[config.mk]
export PLATFORM = sky130hd
export DESIGN_NAME = ram_array_flat
export DESIGN_NICKNAME = d
export VERILOG_FILES = /design/src/rtl/ram_array_if.sv /design/src/rtl/ram_array.sv /design/src/flat_wrapper.sv
export SDC_FILE = /design/constraint.sdc
export NUM_CORES = 1
export LEC_CHECK = 0
export CORE_UTILIZATION = 45
export CTS_CLUSTER_SIZE = 40
export DETAILED_ROUTE_END_ITERATION = 10
export PLACE_DENSITY = 0.69
export RECOVER_POWER = 25
export SLEW_MARGIN = 0
export SYNTH_ARGS = -nofsm -noshare
export SYNTH_HDL_FRONTEND = slang
export SYNTH_SLANG_ARGS = --single-unit
[constraint.sdc]
create_clock -name clk -period 2.8 [get_ports clk]
set_clock_uncertainty 0.15 [all_clocks]
set_input_delay 0.56 -clock clk [delete_from_list [all_inputs] [get_ports clk]]
set_output_delay 0.56 -clock clk [all_outputs]
set_load 0.02 [all_outputs]
[src/rtl/ram_array_if.sv]
// Request/response bundle for ram_array: the requester drives select/rdwr/addr/in,
// and the RAM returns out/out_valid/busy.
interface ram_array_if #(
  parameter int unsigned WIDTH  = 4,
  parameter int unsigned ADDR_W = 2
);
  logic              select;
  logic              rdwr;
  logic [ADDR_W-1:0] addr;
  logic [WIDTH-1:0]  in;
  logic [WIDTH-1:0]  out;
  logic              out_valid;
  logic              busy;

  modport master (
    output select, rdwr, addr, in,
    input  out, out_valid, busy
  );

  modport slave (
    input  select, rdwr, addr, in,
    output out, out_valid, busy
  );
endinterface

[src/rtl/ram_array.sv]
// Parametrised synchronous RAM: select/rdwr access, registered 1-cycle read with valid flag.
// Define RAM_CLEAR_EN to compile in the post-reset zero-fill sequencer (busy while clearing).
module ram_array #(
  parameter int unsigned WIDTH  = 4,
  parameter int unsigned DEPTH  = 4,
  parameter int unsigned ADDR_W = 2
) (
  input logic        clk,
  input logic        rst_n,
  ram_array_if.slave bus
);

  localparam logic [ADDR_W:0] DepthW = (ADDR_W + 1)'(DEPTH);

  logic [WIDTH-1:0]  mem_q [DEPTH];
  logic              mem_we;
  logic [ADDR_W-1:0] mem_waddr;
  logic [WIDTH-1:0]  mem_wdata;

  logic [WIDTH-1:0]  out_d, out_q;
  logic              out_valid_d, out_valid_q;
  logic              in_range;
  logic              accept;

`ifdef RAM_CLEAR_EN
  typedef enum logic [0:0] {StClear, StIdle} state_e;
  localparam logic [ADDR_W-1:0] LastAddr = ADDR_W'(DEPTH - 1);

  state_e            state_d, state_q;
  logic [ADDR_W-1:0] ptr_d, ptr_q;

  assign accept   = (state_q == StIdle);
  assign bus.busy = (state_q == StClear);
`else
  assign accept   = 1'b1;
  assign bus.busy = 1'b0;
`endif

  // Addresses past DEPTH exist only for non-power-of-two depths.
  assign in_range = ({1'b0, bus.addr} < DepthW);

  always_comb begin
    mem_we      = 1'b0;
    mem_waddr   = bus.addr;
    mem_wdata   = bus.in;
    out_d       = '0;
    out_valid_d = 1'b0;
`ifdef RAM_CLEAR_EN
    state_d     = state_q;
    ptr_d       = ptr_q;
    if (state_q == StClear) begin
      mem_we    = 1'b1;
      mem_waddr = ptr_q;
      mem_wdata = '0;
      ptr_d     = ptr_q + 1'b1;
      if (ptr_q == LastAddr) begin
        state_d = StIdle;
        ptr_d   = '0;
      end
    end
`endif
    if (accept && bus.select) begin
      if (bus.rdwr) begin
        out_valid_d = 1'b1;
        out_d       = in_range ? mem_q[bus.addr] : '0;
      end else begin
        mem_we = in_range;
      end
    end
  end

  // Storage array has no reset; only control and output registers do.
  always_ff @(posedge clk) begin
    if (mem_we) begin
      mem_q[mem_waddr] <= mem_wdata;
    end
  end

  always_ff @(posedge clk or negedge rst_n) begin
    if (!rst_n) begin
      out_q       <= '0;
      out_valid_q <= 1'b0;
    end else begin
      out_q       <= out_d;
      out_valid_q <= out_valid_d;
    end
  end

`ifdef RAM_CLEAR_EN
  always_ff @(posedge clk or negedge rst_n) begin
    if (!rst_n) begin
      state_q <= StClear;
      ptr_q   <= '0;
    end else begin
      state_q <= state_d;
      ptr_q   <= ptr_d;
    end
  end
`endif

  assign bus.out       = out_q;
  assign bus.out_valid = out_valid_q;

endmodule

[src/flat_wrapper.sv]
// flat-port wrapper written by rule: the top's interface ports become plain ports
module ram_array_flat 
#(
  parameter int unsigned WIDTH  = 4,
  parameter int unsigned DEPTH  = 4,
  parameter int unsigned ADDR_W = 2
)
  (clk, rst_n, bus_select, bus_rdwr, bus_addr, bus_in, bus_out, bus_out_valid, bus_busy);
  ram_array_if #(.WIDTH(WIDTH), .ADDR_W(ADDR_W)) bus_i ();
  input logic clk;
  input logic rst_n;
  input wire logic [$bits(bus_i.select)-1:0] bus_select;
  input wire logic [$bits(bus_i.rdwr)-1:0] bus_rdwr;
  input wire logic [$bits(bus_i.addr)-1:0] bus_addr;
  input wire logic [$bits(bus_i.in)-1:0] bus_in;
  output wire logic [$bits(bus_i.out)-1:0] bus_out;
  output wire logic [$bits(bus_i.out_valid)-1:0] bus_out_valid;
  output wire logic [$bits(bus_i.busy)-1:0] bus_busy;
  assign bus_i.select = bus_select;
  assign bus_i.rdwr = bus_rdwr;
  assign bus_i.addr = bus_addr;
  assign bus_i.in = bus_in;
  assign bus_out = bus_i.out;
  assign bus_out_valid = bus_i.out_valid;
  assign bus_busy = bus_i.busy;
  ram_array #(.WIDTH(WIDTH), .DEPTH(DEPTH), .ADDR_W(ADDR_W)) u_core (.clk(clk), .rst_n(rst_n), .bus(bus_i));
endmodule
# Word-level counts from Yosys, hierarchy flattened
# Memory sizes are Yosys's and may differ from the RTL's.
# Index checks and enable logic that the tools add are counted.
[classes] muxes=8
[ops] operator="two-way mux 4 bit" count=2
[ops] operator="two-way mux 1 bit" count=6
[word_totals] output_inout_bits=6 elab_cells=11 in_bits=10 mem_count=1 ramBits=16 register_bits=5
[mem_list] memory="u_core.mem_q" depth=4 word_bits=4 read_ports=1 rd_clocked_by_memory_dff=0 write_ports=1 line="ram_array.sv:15" source="logic [WIDTH-1:0] mem_q [DEPTH];"

# Logic depth before layout (Yosys ltp)
[logic_depth] depth_word=4 mapped_depth=3 depth_no_buf=2

# Worst setup path before layout
# OpenSTA, ideal clock, no wires.
[synth_timing] path_kind="input to register" startpoint="in bus_addr[0]" endpoint="mem u_core.mem_q[0][0], enable pin" arrival_ns=1.262 stages=2 path_buffers=1 required_time_ns=2.271 setup_time_ns=0.379 slack_ns=1.009 cell_sequence="buf_6 nor4b_1"
[synth_rtl] item="start, declared" line="flat_wrapper.sv:14" source="input wire logic [$bits(bus_i.addr)-1:0] bus_addr;"
[synth_rtl] item="end, declared" line="ram_array.sv:15"
# Straight into the memory's write port.

# Worst setup path in the final report
[layout_timing] startpoint="in bus_addr[0]" endpoint="mem u_core.mem_q[1][3], enable pin"
# Straight into the memory's write port.

==> run summary <==
## Status
• finished, final reports clean — run status

## Cells and area
• 0 — Antenna Cells
• 16 x edfxtp_1, 11 x clkdlybuf4s50_1, 5 x and2_1, 5 x dfrtp_1 — most frequent cells in the layout
• 68 — net total in the final layout
• 73 — Non-Filler Instances
• edfxtp_1 — commonest non-fill, non-tap cell in the layout
• 25.2% — area overhead of the layout relative to synthesis
• 119 — count of fill cells added during filler insertion
• 22.8% — fraction of final layout cells sized beyond drive strength 1

## CTS
• 21 — clock net sink count
• 0.30 ns — Clk Latency, worst-skew pair
• clkbuf_4 — cell at the root of the clock tree
• 0 — CTS Hold Buffers Added
• 0 — total setup buffers inserted after CTS
• 0 — count of instances resized after the clock tree is built
• 1 — CTS H-tree depth
• done — TritonCTS clock tree
• 2 — Longest Clk Path Bufs
• 3 — total CTS buffers
• 0.11 ns — Clock transition at path regs

## Drt
• 5.58 — routed vias/inst
• 5 — DR iter-0 viols
• 0 — count of nets left with antenna violations after detail routing
• 6 — number of detailed-routing iterations run before antenna repair
• 0 — DRC violation count after routing
• 16.6 um — detailed-route wire length per cell
• 407 — Via Count
• 1210 um — total detailed-routing wirelength

## Floorplanning
• 1930 um^2 — Die Footprint
• 14 — Rows
• 50.2% — starting density of the core
• 16 — I/O pins
• 43.9 um — die boundary height
• 1580 um^2 — standard cell core area
• 43.9 um — Die W

## Timing
• 2.04 ns — minimum clock period after layout
• 0 — Final Hold Violating Endpoints
• 0.371 ns — worst hold slack
• 0 ns — setup TNS
• 491 MHz — Highest Clock Rate
• 0 — Slew Viols, Final
• 72.7% — post-route clock period utilization
• 0 — final setup vio count
• false — RSZ-0062 raised after global routing

## Placement
• 0.779 — placer congestion estimate
• 14 — total of buffers placed on input and output ports
• 69 — Cells after DPL

## Power
• 548 nW/um^2 — areal power density over the cells
• 21.0% — fraction of power spent switching nets
• 9.3% — proportion of power drawn by combinational gates
• 0.542 mW — total power of the final layout
• 26.3% — clock network fraction of design power
• 0.114 mW — reported net switching power
• 64.4% — Seq pwr share
• 0.362 nW — Leak
• 342 uV — VDD IR-drop max
• 0.428 mW — cell internal pwr

## Global route
• 15.9% — total routing resource utilization after global routing
• 13 — maximum number of pins on one net before global-route repair
• 2060 um — wire length of the first global-routing pass
• 0 — global route total overflow
• 442 — number of global-route vias before repair
• 0 — initial antenna violation count

## Yosys
• multiplexers — main combinational cell family by area after synthesis
• 21.4 um^2 — average footprint of a synthesized cell
• 37 — gate count after technology mapping
• 0% — arithmetic-cell share of the synthesized area counting full adders, half adders and majority gates
• 47 — Post-Syn Nets
• 0 — yosys synthesis warning count
• 76.6% — register area share after synthesis
• 0% — Post-Synth XOR/XNOR Area
• 21 — #FFs+latches synth
• 11.4% — post-synthesis mux area share
• 11 — number of unique standard cell types used by synthesis
• 9.18% — area fraction in and, or, nand and nor cells after synthesis
• 791 um^2 — Synth Cell Area
• 0% — share of the synthesized area in compound gates (AO/OA/AOI/OAI)

## Setup path
• 1.93 ns — Arr. time, crit path
• input port to flop — WS Path Type
• 8 — critical path peak fanout
• 2 — buffering stage count on the worst path with inverters included
• 2.69 ns — required time worst endpoint
• clkdlybuf4s50_1 — Worst path slowest cell
• 0.72 ns — biggest cell delay along the critical path
• buffers and inverters — kind of cell with the highest combined delay on the critical path
• flop — kind of capture point of the worst setup path
• clkdlybuf4s50_1 > nor4bb_1 > buf_4 — critical path cell sequence
• input port — nature of the critical path startpoint

## Job
• 0 — max-cap violation count

## Min path
• input port to async pin — worst hold path class

==> through the flow <==
step,utilization [%],worst slack (ns),cell area [um^2]
after CTS,62.8,0.763,990
after floorplan,-,1.01,791
after global routing,62.8,0.648,990
after detailed placement,61.0,0.419,962
final,62.8,0.764,990
after global placement,61.0,0.518,962
==> state kept, by name (all words and copies together) (netlist names) <==
register              flops
u_core.bus.out            4
u_core.bus.out_valid      1
u_core.mem_q             16
==> cell families after synthesis <==
logic type,Yosys count
flops,21
other cells,1
mux,4
buf+inv,2
simple gates,9
==> power groups by stage <==
stage | clock network, mW | registers (mW) | logic [mW]
5_1_grt | 0.158 | 0.350 | 0.0548
3_3_place_gp | 0 | 0.356 | 0.0494
6_report | 0.142 | 0.349 | 0.0504
4_1_cts | 0.146 | 0.350 | 0.0515
2_1_floorplan | 0 | 0.360 | 0.0191
3_5_place_dp | 0 | 0.357 | 0.0515
==> area by class of cell <==
type | instances | area [um^2] | area share [%]
Sequential cell | 21 | 606 | 61.2
Tap cell | 16 | 20.0 | 2.02
Clock inverter | 1 | 5.00 | 0.506
Clock buffer | 3 | 22.5 | 2.28
Timing Repair Buffer | 18 | 170 | 17.2
Multi-Input combinational cell | 14 | 166 | 16.8
==> cells in the mapped netlist (all sizes together) <==
cell type,n,area (um^2)
and2,5,31.3
and4b,1,10.0
and4bb,1,12.5
buf,2,18.8
conb,1,3.75
dfrtp,5,125
edfxtp,16,480
mux4,4,90.1
nor4b,1,8.76
nor4bb,1,10.0
==> metal layers <==
layer | GRT usage, % | routed length (um) | share of wire [%]
met3 | 5.00 | 61 | 5.0
met5 | 0 | 0 | 0
met2 | 24.5 | 657 | 54
met4 | 9.09 | 24 | 2.0
met1 | 20.1 | 468 | 39
==> worst paths after layout <==
path	from	to	slack (ns)	cells past startpoint
max	bus_addr[0]	u_core.mem_q[1][3]	0.76	3
min	rst_n	u_core.bus.out[3]	0.37	1
max reg2reg	u_core.mem_q[3][0]	u_core.bus.out[0]	1.53	2
min reg2reg	u_core.mem_q[3][1]	u_core.bus.out[1]	0.54	2
max in group asynchronous	rst_n	u_core.bus.out[2]	1.95	1
min in group clk	u_core.mem_q[3][1]	u_core.bus.out[1]	0.54	2
No activity file was read; power rests on OpenSTA's default activity.
